[src/rtl/dotprod_stream_ctrl.sv]
// dotprod_stream_ctrl: stream-to-vector front end for the dotprod core.
//
// Collects (a,b) element pairs from a valid/ready input stream into an
// N-element vector bank, zero-pads short vectors, starts the core and
// returns the captured result with its element count on a valid/ready
// output stream. There is a single bank, so filling and computing never
// overlap.
//
// Ports:
//   clk, rst_n       clock (rising edge), asynchronous active-low reset
//   in_valid/ready   input pair handshake
//   in_a, in_b       element pair, two's complement (not interpreted here)
//   in_last          marks the final pair of the current vector
//   dp_a, dp_b       packed vectors to the core, element i at [i*IN_WIDTH +: IN_WIDTH]
//   dp_start         core start, held high until the core reports done
//   dp_done          core done
//   dp_result        core result
//   out_valid/ready  result handshake
//   out_result       captured dot product
//   out_count        number of real (non-padded) elements in the vector
module dotprod_stream_ctrl #(
    parameter int unsigned N         = 8,
    parameter int unsigned IN_WIDTH  = 32,
    parameter int unsigned OUT_WIDTH = 64,
    localparam int unsigned CNT_W    = $clog2(N + 1)
) (
    input  logic                    clk,
    input  logic                    rst_n,

    input  logic                    in_valid,
    output logic                    in_ready,
    input  logic [IN_WIDTH-1:0]     in_a,
    input  logic [IN_WIDTH-1:0]     in_b,
    input  logic                    in_last,

    output logic [N*IN_WIDTH-1:0]   dp_a,
    output logic [N*IN_WIDTH-1:0]   dp_b,
    output logic                    dp_start,
    input  logic                    dp_done,
    input  logic [OUT_WIDTH-1:0]    dp_result,

    output logic                    out_valid,
    input  logic                    out_ready,
    output logic [OUT_WIDTH-1:0]    out_result,
    output logic [CNT_W-1:0]        out_count
);

    typedef enum logic [1:0] {
        FILL = 2'd0,
        RUN  = 2'd1,
        OUT  = 2'd2
    } state_t;

    state_t           state;
    logic [CNT_W-1:0] cnt;
    logic             accept;
    logic             close_vec;

    // in_ready is a register that mirrors (state == FILL), so accept is
    // only ever true in FILL.
    assign accept    = in_valid & in_ready;

    // A vector closes on in_last or when the Nth element is accepted.
    assign close_vec = accept & (in_last | (cnt == CNT_W'(N - 1)));

    // Controller state, vector bank and all registered outputs.
    always_ff @(posedge clk or negedge rst_n) begin
        if (!rst_n) begin
            state      <= FILL;
            cnt        <= '0;
            in_ready   <= 1'b1;
            dp_a       <= '0;
            dp_b       <= '0;
            dp_start   <= 1'b0;
            out_valid  <= 1'b0;
            out_result <= '0;
            out_count  <= '0;
        end else begin
            case (state)
                FILL: begin
                    if (accept) begin
                        // Write slot cnt; on close, clear every slot above it
                        // so stale data from an earlier vector never reaches
                        // the core.
                        for (int unsigned i = 0; i < N; i++) begin
                            if (CNT_W'(i) == cnt) begin
                                dp_a[i*IN_WIDTH +: IN_WIDTH] <= in_a;
                                dp_b[i*IN_WIDTH +: IN_WIDTH] <= in_b;
                            end else if (close_vec && (CNT_W'(i) > cnt)) begin
                                dp_a[i*IN_WIDTH +: IN_WIDTH] <= '0;
                                dp_b[i*IN_WIDTH +: IN_WIDTH] <= '0;
                            end
                        end

                        if (close_vec) begin
                            out_count <= cnt + CNT_W'(1);
                            cnt       <= '0;
                            dp_start  <= 1'b1;
                            in_ready  <= 1'b0;
                            state     <= RUN;
                        end else begin
                            cnt <= cnt + CNT_W'(1);
                        end
                    end
                end

                RUN: begin
                    // Bank stays frozen: the core samples it one cycle
                    // after start and start is held until done.
                    if (dp_done) begin
                        out_result <= dp_result;
                        dp_start   <= 1'b0;
                        out_valid  <= 1'b1;
                        state      <= OUT;
                    end
                end

                OUT: begin
                    // At least one cycle with start low here lets the core
                    // fall back to idle before the next start.
                    if (out_ready) begin
                        out_valid <= 1'b0;
                        in_ready  <= 1'b1;
                        state     <= FILL;
                    end
                end

                default: begin
                    state     <= FILL;
                    cnt       <= '0;
                    in_ready  <= 1'b1;
                    dp_start  <= 1'b0;
                    out_valid <= 1'b0;
                end
            endcase
        end
    end

endmodule

[config.mk]
export PLATFORM = sky130hd
export DESIGN_NAME = dotprod_stream_ctrl
export DESIGN_NICKNAME = d
export VERILOG_FILES = /design/src/rtl/dotprod_stream_ctrl.sv
export SDC_FILE = /design/constraint.sdc
export NUM_CORES = 1
export LEC_CHECK = 0
export ABC_AREA = 1
export CAP_MARGIN = 5
export CORE_AREA = 4 4 274 276
export CTS_CLUSTER_DIAMETER = 60
export DETAILED_ROUTE_END_ITERATION = 16
export DIE_AREA = 0 0 278 280
export PLACE_DENSITY = 0.67
export SLEW_MARGIN = 20
export SYNTH_ARGS = -nofsm -noshare
export SYNTH_HDL_FRONTEND = slang
export SYNTH_SLANG_ARGS = --single-unit
[constraint.sdc]
create_clock -name clk -period 5 [get_ports clk]
set_clock_uncertainty 0.1 [all_clocks]
set_input_delay 1.5 -clock clk [delete_from_list [all_inputs] [get_ports clk]]
set_output_delay 1.5 -clock clk [all_outputs]
set_load 0.005 [all_outputs]
==> results of run 1 <==
[cell usage after synthesis, drive strengths merged]
cell,count
clkbuf,56
nor2,4
mux2,64
or2,2
xor2,1
and2,1
dfrtp,588
a21oi,2
buf,100
nand4,70
o22ai,3
inv,82
o21ai,326
nor3,2
nand2,609
dfstp,1
nand3,270
ha,7
[per-stage QoR]
stage / hold WS [ps] / total power [mW]
final: 367 / 10.2
after CTS: 371 / 10.4
after detailed placement: 357 / 5.18
after global routing: 385 / 10.6
after floorplan: 359 / 4.88
after global placement: 353 / 5.18
[logic make-up (layout without fill, tap and decap cells)]
group	Yosys count	after routing	share of synthesized area, %
XOR/XNOR	1	1	0.0388
AO/OA/AOI/OAI	331	331	7.35
buffers and inverters	238	973	5.11
flip-flops	589	589	65.3
other	0	2	0
multiplexers	64	64	3.19
AND/OR/NAND/NOR	958	958	18.6
adder cells (fa/ha/maj)	7	7	0.388
[worst max-delay path by stage]
stage	end	cells after the start
6_report	dp_b[168]$_DFFE_PN0P_	8
5_1_grt	dp_b[168]$_DFFE_PN0P_	8
4_1_cts	dp_b[168]$_DFFE_PN0P_	8
3_5_place_dp	dp_b[168]$_DFFE_PN0P_	8
3_3_place_gp	dp_b[170]$_DFFE_PN0P_	8
2_1_floorplan	dp_b[79]$_DFFE_PN0P_	8
[critical path: stages]
cell             delay [ps]
clkdlybuf4s50_1         460
nand2_1                 130
nor2_4                  470
nand4_1                 190
nand2_1                 160
nand2_4                 460
nand2_1                 230
o21ai_0                 130
[state kept, by name, indices dropped and copies added (netlist names)]
name        count
cnt             4
state           2
dp_a          256
in_ready        1
dp_start        1
out_count       4
dp_b          256
out_valid       1
out_result     64
[cell type report]
class / count / area [µm²] / area share (%)
flip-flops and latches: 589 / 14700 / 44.7
repair buffers: 766 / 7630 / 23.1
multi-input cells: 1361 / 6780 / 20.5
clock buffers: 99 / 1970 / 5.98
well taps: 959 / 1200 / 3.64
clock inverters: 26 / 352 / 1.07
inverters: 82 / 308 / 0.933
diodes: 2 / 5.00 / 0.0152
[per-layer routing]
| layer | up-vias | global-route usage (%) |
|---|---|---|
| met2 | 790 | 34.6 |
| li1 | 8657 | - |
| met1 | 9402 | 26.9 |
| met3 | 187 | 5.53 |
| met5 | - | 0 |
| met4 | 0 | 9.72 |
[where the power goes]
group / internal, mW / switching [mW] / leakage, nW
registers: 4.77 / 0 / 8.23
clock network: 3.12 / 2.01 / 1.13
logic: 0.112 / 0.208 / 6.14
total: 8.00 / 2.22 / 15.5
==> impl_metrics.env, run 1 <==
export IMPL_drv_slew=0
export IMPL_p_leak_nw=15.5
export IMPL_via_per_inst=4.90
export IMPL_synthCells=2188
export IMPL_instances_no_fill=3884
export IMPL_placed_area_um2=30700
export IMPL_cts_setup_buffers=0
export IMPL_yosysTopAreaCellShare_pct=65.2
export IMPL_setup_violations=0
export IMPL_vias=19000
export IMPL_min_period_ps=3500
export IMPL_avgSynthCellArea_um2=10.3
export IMPL_hold_class="register to register"
export IMPL_holdPathEnd="dp_b[225]$_DFFE_PN0P_"
export IMPL_post_dp_hpwl_um=58600
export IMPL_grt_use_total_pct=21.3
export IMPL_die_x_um=278
export IMPL_timing_fmax_mhz=286
export IMPL_finalWirelength_um=85400
export IMPL_numPortBuffers=716
export IMPL_wl_met2_um=40100
export IMPL_relSlewSlack_pct=32.5
export IMPL_dieArea_um2=77800
export IMPL_synth_top_area_cell="dfrtp_1"
export IMPL_die_y_um=280
export IMPL_cp_arrival_ps=3820
export IMPL_first_pass_iters=7
export IMPL_core_um2=72600
export IMPL_r2r_end="dp_b[168]$_DFFE_PN0P_"
export IMPL_reg2reg_depth=9
export IMPL_core_rowCount=99
export IMPL_period_share_pct=69.9
export IMPL_fill_cells=6841
export IMPL_critPathCaptureType="register"
export IMPL_first_global_vias=19400
export IMPL_synthTopCellsByArea="dfrtp_1 65%, nand2_1 10%, nand3_1 5.9%"
export IMPL_hold_viol=0
export IMPL_setup_slack_ps=1500
export IMPL_routabilityCongestion=0.842
export IMPL_synth_cell_types=31
export IMPL_startpoint_type="input port"
export IMPL_ys_seq_area_share_pct=65.3
export IMPL_cp_startpoint="in_valid"
export IMPL_numCtsBuffers=69
export IMPL_overflow=0
export IMPL_routed_top_layer="met4"
export IMPL_r2r_start="state[1]$_DFFE_PN0P_"
export IMPL_ir_drop_mv=0.275
export IMPL_clock_latency_ps=580
export IMPL_grt_max_degree=129
export IMPL_required_ps=5320
export IMPL_drive_above_1_share_pct=8.48
export IMPL_ys_warn_count=0
export IMPL_final_cell_mix="715 x clkdlybuf4s50_1, 603 x nand2_1, 588 x dfrtp_1"
export IMPL_hold_buffers=0
export IMPL_worstPathMaxFanout=64
export IMPL_syn_num_nets=2329
export IMPL_hold_start="dp_b[225]$_DFFE_PN0P_"
export IMPL_cts_root_buffer="clkbuf_16"
export IMPL_placedCellCount=3757
export IMPL_route_detailed_drc=0
export IMPL_path_clk_slew_ps=60
export IMPL_antenna_found_initial=3
export IMPL_pre_cts_slack_ps=880
export IMPL_syn2layout_area_growth_pct=46.1
export IMPL_synth_area_um2=22600
export IMPL_clock_sinks=589
export IMPL_p_per_area_nw_per_um2=310
export IMPL_drtIter0Drc=1499
export IMPL_crit_type="input port to register"
export IMPL_final_common_cell="clkdlybuf4s50_1"
export IMPL_cts_path_max_buffers=3
export IMPL_setup_tns_ps=0
export IMPL_wl_met3_um=6770
export IMPL_ant_nets=0
export IMPL_fin_nets=3010
export IMPL_grt_pass1_wl_um=127000
export IMPL_htreeDepth=3
export IMPL_hold_path_depth=2
export IMPL_status="finished clean"
export IMPL_tritoncts="built"
export IMPL_tightestPinTransition_ps=1010
export IMPL_postLayoutCellArea_um2=33000
export IMPL_cap_violations=0
export IMPL_wl_met1_um=34400
export IMPL_regToRegSetupSlack_ps=2150
export IMPL_rsz0062_at_grt="false"
export IMPL_postCtsResizedCells=0
export IMPL_ioPinCount=717
export IMPL_ys_ff_latch=589
export IMPL_wl_per_cell_um=22.0
export IMPL_post_route_util_pct=45.4
export IMPL_start_util_pct=31.1
Power figures use the tool's default switching activity.
==> run 2, diff against run 1 <==
Clock period 5 ns to 3.6 ns, I/O delays scaled along.
==> run 2 against run 1 <==
Effect of this change:
- clock power increased by 32%
- largest cell class unchanged
- total power increased by 35%
- final area decreased by 0.12%
- wire length decreased by 1.2%
- die area unchanged
- critical endpoint is now dp_a[96]
- sequential power increased by 39%
==> impl_metrics.env, run 2 (synthesized netlist as in run 1, its figures left out) <==
export IMPL_core_um2=72600
export IMPL_min_period_ps=2830
export IMPL_route_detailed_drc=0
export IMPL_cp_startpoint="dp_a[96]$_DFFE_PN0P_"
export IMPL_cts_root_buffer="clkbuf_16"
export IMPL_path_cells="clkdlybuf4s50_1"
export IMPL_placedCellCount=3759
export IMPL_slowest_stage="clkdlybuf4s50_1"
export IMPL_vias=18900
export IMPL_clock_sinks=589
export IMPL_path_delay_family="buffers and inverters"
export IMPL_final_common_cell="clkdlybuf4s50_1"
export IMPL_relSlewSlack_pct=45.9
export IMPL_grt_pass1_wl_um=125000
export IMPL_dieArea_um2=77800
export IMPL_antennaDiodeCount=0
export IMPL_crit_cells=1
export IMPL_cts_path_max_buffers=3
export IMPL_path_clk_slew_ps=50
export IMPL_hold_viol=0
export IMPL_hold_path_depth=2
export IMPL_top_regs="dp_a: 256 flops, dp_b: 256 flops, out_result: 64 flops"
export IMPL_drv_slew=0
export IMPL_period_share_pct=78.7
export IMPL_via_per_inst=4.87
export IMPL_r2r_end="dp_a[75]$_DFFE_PN0P_"
export IMPL_p_leak_nw=15.5
export IMPL_hold_buffers=0
export IMPL_drtIter0Drc=1316
export IMPL_finalWirelength_um=84400
export IMPL_routabilityCongestion=0.842
export IMPL_status="finished clean"
export IMPL_numPortBuffers=716
export IMPL_regToRegSetupSlack_ps=1060
export IMPL_p_per_area_nw_per_um2=420
export IMPL_setup_tns_ps=0
export IMPL_setup_violations=0
export IMPL_fin_nets=3011
export IMPL_antenna_found_initial=2
export IMPL_die_y_um=280
export IMPL_hold_class="register to register"
export IMPL_core_rowCount=99
export IMPL_post_dp_hpwl_um=59100
export IMPL_wl_per_cell_um=21.8
export IMPL_hold_start="dp_a[229]$_DFFE_PN0P_"
export IMPL_tritoncts="built"
export IMPL_required_ps=2420
export IMPL_ir_drop_mv=0.401
export IMPL_ioPinCount=717
export IMPL_grt_max_degree=79
export IMPL_postCtsResizedCells=0
export IMPL_syn2layout_area_growth_pct=45.9
export IMPL_grt_use_total_pct=21.0
export IMPL_r2r_start="state[1]$_DFFE_PN0P_"
export IMPL_first_pass_iters=5
export IMPL_ant_nets=0
export IMPL_crit_type="register to output pin"
export IMPL_cts_setup_buffers=0
export IMPL_critPathCaptureType="output pin"
export IMPL_drive_above_1_share_pct=8.34
export IMPL_instances_no_fill=3874
export IMPL_cp_arrival_ps=1650
export IMPL_clock_latency_ps=570
export IMPL_first_global_vias=18900
export IMPL_rsz0062_at_grt="false"
export IMPL_die_x_um=278
export IMPL_timing_fmax_mhz=353
export IMPL_overflow=0
export IMPL_crit_path_max_incr_delay_ps=740
export IMPL_start_util_pct=31.1
export IMPL_final_cell_mix="715 x clkdlybuf4s50_1, 603 x nand2_1, 588 x dfrtp_1"
export IMPL_htreeDepth=3
export IMPL_reg2reg_depth=9
export IMPL_startpoint_type="register"
export IMPL_holdPathEnd="dp_a[229]$_DFFE_PN0P_"
export IMPL_cp_num_buf_inv=1
export IMPL_numCtsBuffers=68
export IMPL_tightestPinTransition_ps=812
export IMPL_worstPathMaxFanout=2
export IMPL_cap_violations=0
==> run 2: cell count changes in the layout (fill, tap and decap cells not counted), sizes merged <==
cell and delta:
bufinv -4, clkinvlp -3, diode -2, buf +2, clkbuf -3, inv +1
clkinv -1
==> run 2: worst reg2reg max path, stage by stage (launching register included) <==
cell,delay [ps]
dfrtp_1,400
inv_1,120
ha_1,260
inv_2,100
nor2_4,320
buf_4,310
nand3_4,190
buf_12,240
nand3_1,260
o21ai_0,110
==> run 2: area by class of cell <==
cell class	instances	area (µm²)
Sequential cell	589	14700
Timing Repair Buffer	768	7750
Tap cell	959	1200
Multi-Input combinational cell	1361	6780
Inverter	82	308
Clock inverter	19	235
Clock buffer	96	1940
Fill cell	6913	39600
==> run 2: routing by layer <==
metal / global-route usage [%] / vias up / routed length (µm)
li1: - / 8647 / -
met1: 26.7 / 9290 / 34500
met2: 34.3 / 783 / 39900
met3: 5.58 / 162 / 6570
met4: 8.70 / 2 / 3490
met5: 0 / - / 13
==> run 2: worst max-delay path by stage <==
stage	end
global route	in_ready
global placement	dp_a[220]$_DFFE_PN0P_
floorplan	dp_b[79]$_DFFE_PN0P_
CTS	dp_a[96]
finish	dp_a[96]
detailed placement	dp_a[124]$_DFFE_PN0P_
==> run 2: stage by stage <==
step | instance area [µm²] | total power, mW | worst slack, ps | hold WS [ps] | utilization [%]
after floorplan | 22600 | 6.78 | 1330 | 359 | -
after CTS | 32900 | 14.0 | 708 | 352 | 45.4
after global routing | 32900 | 14.3 | 698 | 382 | 45.4
final | 32900 | 13.8 | 765 | 367 | 45.4
after global placement | 30800 | 7.19 | 304 | 353 | 42.4
after detailed placement | 30800 | 7.19 | 225 | 357 | 42.4
==> run 2: power breakdown <==
part	internal (mW)	total (mW)	switching, mW	leakage [nW]
Clock	3.99	6.77	2.78	1.07
Sequential	6.62	6.62	0	8.23
Combinational	0.155	0.441	0.285	6.19
==> run 3, diff against run 2 <==
Clock period 3.6 ns to 3 ns, I/O delays scaled along.
==> run 3 against run 2 <==
Effect of this change:
- register-to-register slack worse by 310 ps
- clock-buffer cell count is 6 lower
- hold slack got worse by 220 ps
- via count up 1.1%
- cell count is 0.36% higher
- sequential share of layout area shrank 0.57 points
- wire length up 1.4%
- largest cell class unchanged
- combinational power up 25%
- die area is the same
- sequential power up 20%
- final area increased by 1.3%
- largest power group unchanged
==> impl_metrics.env, run 3 (synthesized netlist as in run 1, its figures left out) <==
export IMPL_antennaDiodeCount=0
export IMPL_overflow=0
export IMPL_instances_no_fill=3888
export IMPL_total_power_mw=16.9
export IMPL_regToRegSetupSlack_ps=750
export IMPL_crit_path_max_incr_delay_ps=730
export IMPL_antenna_found_initial=2
export IMPL_start_util_pct=31.1
export IMPL_ant_nets=0
export IMPL_hold_buffers=0
export IMPL_required_ps=2000
export IMPL_grt_use_total_pct=21.2
export IMPL_die_x_um=278
export IMPL_status="finished clean"
export IMPL_holdWs_ps=151
export IMPL_p_leak_nw=15.7
export IMPL_slowest_stage="clkdlybuf4s50_1"
export IMPL_ioPinCount=717
export IMPL_ir_drop_mv=0.439
export IMPL_dieArea_um2=77800
export IMPL_routabilityCongestion=0.832
export IMPL_cts_path_max_buffers=3
export IMPL_drv_slew=0
export IMPL_core_rowCount=99
export IMPL_numPortBuffers=716
export IMPL_critPathCaptureType="output pin"
export IMPL_cp_num_buf_inv=1
export IMPL_top_regs="dp_a: 256 flops, dp_b: 256 flops, out_result: 64 flops"
export IMPL_grt_pass1_wl_um=126000
export IMPL_clock_latency_ps=570
export IMPL_tightestPinTransition_ps=585
export IMPL_setup_tns_ps=0
export IMPL_tritoncts="built"
export IMPL_r2r_start="state[0]$_DFFE_PN0P_"
export IMPL_final_cell_mix="715 x clkdlybuf4s50_1, 603 x nand2_1, 588 x dfrtp_1"
export IMPL_syn2layout_area_growth_pct=47.8
export IMPL_numCtsBuffers=67
export IMPL_core_um2=72600
export IMPL_r2r_end="dp_a[191]$_DFFE_PN0P_"
export IMPL_wl_per_cell_um=22.0
export IMPL_cts_setup_buffers=0
export IMPL_postCtsResizedCells=0
export IMPL_first_pass_iters=7
export IMPL_grt_max_degree=75
export IMPL_clock_sinks=589
export IMPL_crit_type="register to output pin"
export IMPL_hold_viol=0
export IMPL_hold_class="input port to asynchronous set/reset pin"
export IMPL_first_global_vias=19200
export IMPL_path_clk_slew_ps=60
export IMPL_timing_fmax_mhz=377
export IMPL_startpoint_type="register"
export IMPL_route_detailed_drc=0
export IMPL_worstPathMaxFanout=2
export IMPL_path_cells="clkdlybuf4s50_1"
export IMPL_cp_arrival_ps=1650
export IMPL_htreeDepth=3
export IMPL_die_y_um=280
export IMPL_rsz0062_at_grt="false"
export IMPL_path_delay_family="buffers and inverters"
export IMPL_cts_root_buffer="clkbuf_16"
export IMPL_setup_violations=0
export IMPL_post_dp_hpwl_um=59700
export IMPL_finalWirelength_um=85500
export IMPL_fin_nets=3019
export IMPL_cap_violations=0
export IMPL_period_share_pct=88.4
export IMPL_reg2reg_depth=10
export IMPL_min_period_ps=2650
export IMPL_drtIter0Drc=1379
export IMPL_p_per_area_nw_per_um2=506
export IMPL_via_per_inst=4.91
export IMPL_vias=19100
export IMPL_drive_above_1_share_pct=8.91
export IMPL_placedCellCount=3768
export IMPL_relSlewSlack_pct=61.0
export IMPL_final_common_cell="clkdlybuf4s50_1"
==> run 3: where the power goes <==
part / leakage [nW] / total [mW] / internal (mW) / switching [mW]
logic: 6.34 / 0.551 / 0.204 / 0.347
clock network: 1.12 / 8.39 / 4.99 / 3.40
registers: 8.23 / 7.94 / 7.94 / 0
==> run 3: final cells by class <==
cell class	count	area [µm²]
flip-flops and latches	589	14700
well taps	959	1200
clock buffers	90	1900
inverters	82	308
repair buffers	777	8090
multi-input cells	1361	6780
fillers	6801	39200
clock inverters	30	362
==> run 3: worst max path at each step <==
stage,startpoint,endpoint,slack (ps),cells after the start
after global routing,in_ready$_DFFE_PN1P_,in_ready,270,1
after global placement,in_valid,dp_b[187]$_DFFE_PN0P_,120,9
after floorplan,in_valid,dp_b[79]$_DFFE_PN0P_,910,8
after CTS,dp_a[96]$_DFFE_PN0P_,dp_a[96],290,1
final,dp_a[96]$_DFFE_PN0P_,dp_a[96],350,1
after detailed placement,in_valid,dp_b[167]$_DFFE_PN0P_,100,9
==> run 3: metal layers <==
layer  share of wire (%)  GRT usage, %
met5                   0             0
met4                 4.4          8.80
met3                 8.4          5.83
met2                  48          35.3
met1                  39          26.3
==> run 3: stage by stage <==
step | setup slack, ps | instance area (µm²) | util (%)
global placement | 115 | 31100 | 42.9
detailed placement | 103 | 31100 | 42.9
finish | 348 | 33400 | 46.0
global route | 269 | 33400 | 46.0
CTS | 293 | 33400 | 46.0
floorplan | 908 | 22600 | -
